**src/rtl/seq_magnitude_comparator.sv**
```systemverilog
// Multi-cycle WIDTH-bit magnitude comparator, DIGIT bits per cycle, MSB slice first.
// Define COMPARATOR_EARLY_EXIT_EN to stop at the first differing slice (variable latency).
module seq_magnitude_comparator #(
  parameter int unsigned WIDTH = 8,
  parameter int unsigned DIGIT = 2
) (
  input  logic             clk,
  input  logic             rst_n,
  input  logic             start,
  input  logic             signed_mode,
  input  logic [WIDTH-1:0] a,
  input  logic [WIDTH-1:0] b,
  output logic             busy,
  output logic             done,
  output logic             y0,
  output logic             y1,
  output logic             y2
);

  localparam int unsigned N    = WIDTH / DIGIT;
  localparam int unsigned IdxW = (N > 1) ? $clog2(N) : 1;

  typedef enum logic [1:0] {
    StIdle,
    StRun,
    StDone
  } state_e;

  state_e            state_q, state_d;
  logic [WIDTH-1:0]  a_q, a_d;
  logic [WIDTH-1:0]  b_q, b_d;
  logic [IdxW-1:0]   idx_q, idx_d;
  logic              y0_q, y0_d;
  logic              y1_q, y1_d;
  logic              y2_q, y2_d;

  logic [DIGIT-1:0]  slice_a;
  logic [DIGIT-1:0]  slice_b;
  logic              slice_ne;
  logic              slice_gt;
  logic              last_slice;

`ifndef COMPARATOR_EARLY_EXIT_EN
  // First difference seen so far, and its direction; later slices cannot override it.
  logic              diff_q, diff_d;
  logic              gt_q, gt_d;
  logic              res_ne;
  logic              res_gt;
`endif

  always_comb begin
    slice_a = '0;
    slice_b = '0;
    for (int unsigned i = 0; i < N; i++) begin
      if (idx_q == IdxW'(i)) begin
        slice_a = a_q[i*DIGIT +: DIGIT];
        slice_b = b_q[i*DIGIT +: DIGIT];
      end
    end
  end

  assign slice_ne   = (slice_a != slice_b);
  assign slice_gt   = (slice_a > slice_b);
  assign last_slice = (idx_q == '0);

`ifndef COMPARATOR_EARLY_EXIT_EN
  assign res_ne = diff_q | slice_ne;
  assign res_gt = diff_q ? gt_q : slice_gt;
`endif

  always_comb begin
    state_d = state_q;
    a_d     = a_q;
    b_d     = b_q;
    idx_d   = idx_q;
    y0_d    = y0_q;
    y1_d    = y1_q;
    y2_d    = y2_q;
`ifndef COMPARATOR_EARLY_EXIT_EN
    diff_d  = diff_q;
    gt_d    = gt_q;
`endif

    unique case (state_q)
      StIdle: begin
        if (start) begin
          // Flipping the sign bit maps two's-complement order onto unsigned order.
          a_d     = {a[WIDTH-1] ^ signed_mode, a[WIDTH-2:0]};
          b_d     = {b[WIDTH-1] ^ signed_mode, b[WIDTH-2:0]};
          idx_d   = IdxW'(N - 1);
          state_d = StRun;
`ifndef COMPARATOR_EARLY_EXIT_EN
          diff_d  = 1'b0;
          gt_d    = 1'b0;
`endif
        end
      end

      StRun: begin
`ifdef COMPARATOR_EARLY_EXIT_EN
        if (slice_ne) begin
          y0_d    = ~slice_gt;
          y1_d    = 1'b0;
          y2_d    = slice_gt;
          state_d = StDone;
        end else if (last_slice) begin
          y0_d    = 1'b0;
          y1_d    = 1'b1;
          y2_d    = 1'b0;
          state_d = StDone;
        end else begin
          idx_d = idx_q - IdxW'(1);
        end
`else
        if (last_slice) begin
          y0_d    = res_ne & ~res_gt;
          y1_d    = ~res_ne;
          y2_d    = res_ne & res_gt;
          state_d = StDone;
        end else begin
          idx_d = idx_q - IdxW'(1);
          if (!diff_q && slice_ne) begin
            diff_d = 1'b1;
            gt_d   = slice_gt;
          end
        end
`endif
      end

      StDone: begin
        state_d = StIdle;
      end

      default: begin
        state_d = StIdle;
      end
    endcase
  end

  always_ff @(posedge clk or negedge rst_n) begin
    if (!rst_n) begin
      state_q <= StIdle;
      a_q     <= '0;
      b_q     <= '0;
      idx_q   <= '0;
      y0_q    <= 1'b0;
      y1_q    <= 1'b0;
      y2_q    <= 1'b0;
`ifndef COMPARATOR_EARLY_EXIT_EN
      diff_q  <= 1'b0;
      gt_q    <= 1'b0;
`endif
    end else begin
      state_q <= state_d;
      a_q     <= a_d;
      b_q     <= b_d;
      idx_q   <= idx_d;
      y0_q    <= y0_d;
      y1_q    <= y1_d;
      y2_q    <= y2_d;
`ifndef COMPARATOR_EARLY_EXIT_EN
      diff_q  <= diff_d;
      gt_q    <= gt_d;
`endif
    end
  end

  assign busy = (state_q == StRun);
  assign done = (state_q == StDone);
  assign y0   = y0_q;
  assign y1   = y1_q;
  assign y2   = y2_q;

endmodule
```
**config.mk**
```make
export PLATFORM = sky130hd
export DESIGN_NAME = seq_magnitude_comparator
export DESIGN_NICKNAME = d
export VERILOG_FILES = /design/src/rtl/seq_magnitude_comparator.sv
export SDC_FILE = /design/constraint.sdc
export NUM_CORES = 1
export LEC_CHECK = 0
export ABC_AREA = 0
export CAP_MARGIN = 40
export CORE_MARGIN = 2
export CORE_UTILIZATION = 40
export CTS_BUF_LIST = sky130_fd_sc_hd__clkbuf_16
export DETAILED_ROUTE_END_ITERATION = 12
export DONT_BUFFER_PORTS = 1
export GPL_TIMING_DRIVEN = 0
export PLACE_DENSITY = 0.64
export SLEW_MARGIN = 20
export SYNTH_ARGS = -nofsm -noshare
export SYNTH_HDL_FRONTEND = slang
export SYNTH_SLANG_ARGS = --single-unit
```
**constraint.sdc**
```tcl
create_clock -name clk -period 2.4 [get_ports clk]
set_input_delay 0.48 -clock clk [delete_from_list [all_inputs] [get_ports clk]]
set_output_delay 0.48 -clock clk [all_outputs]
set_load 0.01 [all_outputs]
```
==> impl_metrics.toml <==
[worst_setup_path]
path_cells = "inv_1 > ha_1 > nor2b_4 > a221o_1 > a22oi_1 > ha_1 > a21oi_1 > nor3b_2 > o22a_1"
crit_required_ns = 2.60
cp-end-kind = "flip-flop"
r2r-end = "y0"
worst-r2r-setup-slack_ns = 0.07
rr_worst_depth = 9
cpPeakStageDelay_ns = 0.37
crit_top_cell = "ha_1"
arrival_ns = 2.52
r2r-start = "idx_q[0]"
worst-path-max-fanout = 4
cp_slowest_cell = "dfrtp_1"
cp_top_family = "compound AO/OA/AOI/OAI gates"
start_kind = "flip-flop"
crit_type = "reg2reg"
critical_path_buf_inv_count = 1

[grt]
grt_max_degree = 26
grt_first_pass_wirelength_um = 3510
grt_pass1_vias = 816
antenna_found_initial = 0
gr-usage-all-layers = 0.133
gr-total-overflow = 0

[sta]
skew_ns = 0.00560
hold_viol_final = 0
whs_ns = 0.196
fmax_mhz = 430
fin_setup_tns_ns = 0
max_slew_margin = 0.650
setup_viol = 0
finalCritPeriodShare = 0.969
finalCriticalPeriod_ns = 2.33
slew_viol_final = 0
worst_pin_slew_ns = 0.525

[finish]
antenna_cells = 0
drive_above_1_share = 0.119
final_nets = 136
area_growth_pct = 11.9
post-route-util = 0.479
fin_cells = 140
fillers = 283

[die]
die-area_um2 = 3490
core_um2 = 2830
die_w_um = 59.1
rows = 19
initial_core_util = 0.429
io_pins = 25
die_h_um = 59.1

[detailed_routing]
vias = 770
ant_nets = 0
firstDrtPassIters = 4
drc = 0
first_iter_violations = 23
routed_wl_um = 2060
viasPerCell = 5.50
wire_per_inst_um = 14.7

[logic_synthesis]
synth.distinct_cells = 28
synth_fp_nets = 130
syn-mean-instance-area_um2 = 11.7
yosys.area.top_type_share = 0.516
yosysWarnings = 0
synth_common_cells = "25 x dfrtp_1, 13 x mux2_1, 7 x nand2_1, 7 x nor2b_1"
async_flop_share = 1.00
yosysMostFrequentCell = "dfrtp_1"
yosysTopAreaCell = "dfrtp_1"
synth_area_leaders = "dfrtp_1 52%, mux2_1 12%, ha_1 6.2%, nor2b_1 3.6%, nand2_1 2.2%"
synth_top_flop_cell = "dfrtp_1"
synth_edf_count = 0
synthCells = 104
netlist_area_um2 = 1210
seq_area_frac_synth = 0.516
yosys_register_bits = 25

[job]
cap_violations = 0

[placed_design]
dp.cells = 135
dpl.hpwl_um = 1570
routabilityCongestion = 0.791
portBuffers = 0

[cts]
cts.sink_count = 25
clkTransAtPathRegs_ns = 0.06
clockBufferDepth = 2
cts_tree = "yes"
insertion_delay_ns = 0.25
cts_htree_levels = 1
numCtsBuffers = 3
post_cts_buffers = 0
root_buffer = "clkbuf_16"

[pwr]
ir_drop_mv = 0.779
power_density_nw_per_um2 = 1520
p_leak_uw = 0.000614

[outcome]
outcome = "complete, no violations"

[worst_hold_path]
hp-class = "in2async"
## worst register-to-register path: cells and delay by family, from the launching register on
kind	cells	cell delay, ns
adder cells (fa/ha/maj)	2	0.55
buffers and inverters	1	0.10
AND/OR/NAND/NOR	2	0.40
AO/OA/AOI/OAI	4	0.87
flip-flops	1	0.37
## state kept, by name (all words and copies together), names as in the netlist
name and cells:
a_q 8, b_q 8, diff_q 1, gt_q 1
idx_q 2, state_q 2, y0 1, y1 1
y2 1
## metal layers
layer  wire length (um)  global-route usage  vias up
met5                  0                   0        -
met4                  0              0.0195        0
met3                101              0.0393        0
met2               1060               0.233       24
met1                901               0.164      370
li1                   -                   -      376
## metrics by stage
stage,cell area [um2],total power [uW],setup slack (ns)
2_1_floorplan,1210,1450,0.297
3_3_place_gp,1250,1610,0.00275
4_1_cts,1340,2020,0.0140
3_5_place_dp,1250,1640,-0.0288
5_1_grt,1360,2240,-0.0556
6_report,1360,2060,0.0745
## cell type report
type / instances / area [um2] / share of cell area
clock inverter: 1 / 3.75 / 0.00277
multi-input combinational: 70 / 568 / 0.419
sequential: 25 / 626 / 0.461
timing repair buffer: 1 / 5.00 / 0.00369
buffer: 4 / 21.3 / 0.0157
inverter: 5 / 18.8 / 0.0138
tap: 31 / 38.8 / 0.0286
clock buffer: 3 / 75.1 / 0.0554
## layout by cell type (no fill, tap or decap), drive strengths merged
cell type / instances
a211oi: 1
a21o: 1
a21oi: 5
a221o: 2
a221oi: 2
a22oi: 2
a31oi: 1
a41o: 1
and3b: 1
buf: 5
clkbuf: 3
dfrtp: 25
ha: 6
inv: 6
mux2: 13
mux2i: 1
nand2: 7
nand2b: 1
nor2: 6
nor2b: 7
nor3b: 3
o21ai: 5
o22a: 1
o31ai: 2
xnor2: 2
## cells by family (layout without fill, tap and decap cells)
group                    count (synthesis)  in the layout  synth area share
multiplexers                            14             14             0.129
buffers and inverters                    9             14            0.0330
flip-flops                              25             25             0.516
adder cells (fa/ha/maj)                  6              6            0.0619
XOR/XNOR                                 2              2            0.0145
AO/OA/AOI/OAI                           23             23             0.134
AND/OR/NAND/NOR                         25             25             0.111
## how the worst max path moves through the flow
stage               startpoint  to  slack (ns)  cells past startpoint
CTS                   idx_q[0]  y0        0.01                      9
global placement      idx_q[0]  y0       0.003                      9
floorplan             idx_q[0]  y0        0.30                      9
detailed placement    idx_q[0]  y0       -0.03                      9
finish                idx_q[0]  y0        0.07                      9
global route          idx_q[0]  y0       -0.06                      9
## repair_timing
item | 4_1_cts | 5_1_grt
endpoints found under the hold margin | 25 | 0
pin swaps | 0 | 0
setup endpoints to repair | 1 | 3
hold buffers | 1 | 0
resized for setup | 1 | 4
## power by group
part	switching (uW)	total, uW	internal, uW	leakage [uW]
clock network	132	354	222	0.0000423
registers	146	777	631	0.000295
logic	482	925	444	0.000277
total	759	2060	1300	0.000614
No activity file was read; power rests on OpenSTA's default activity.
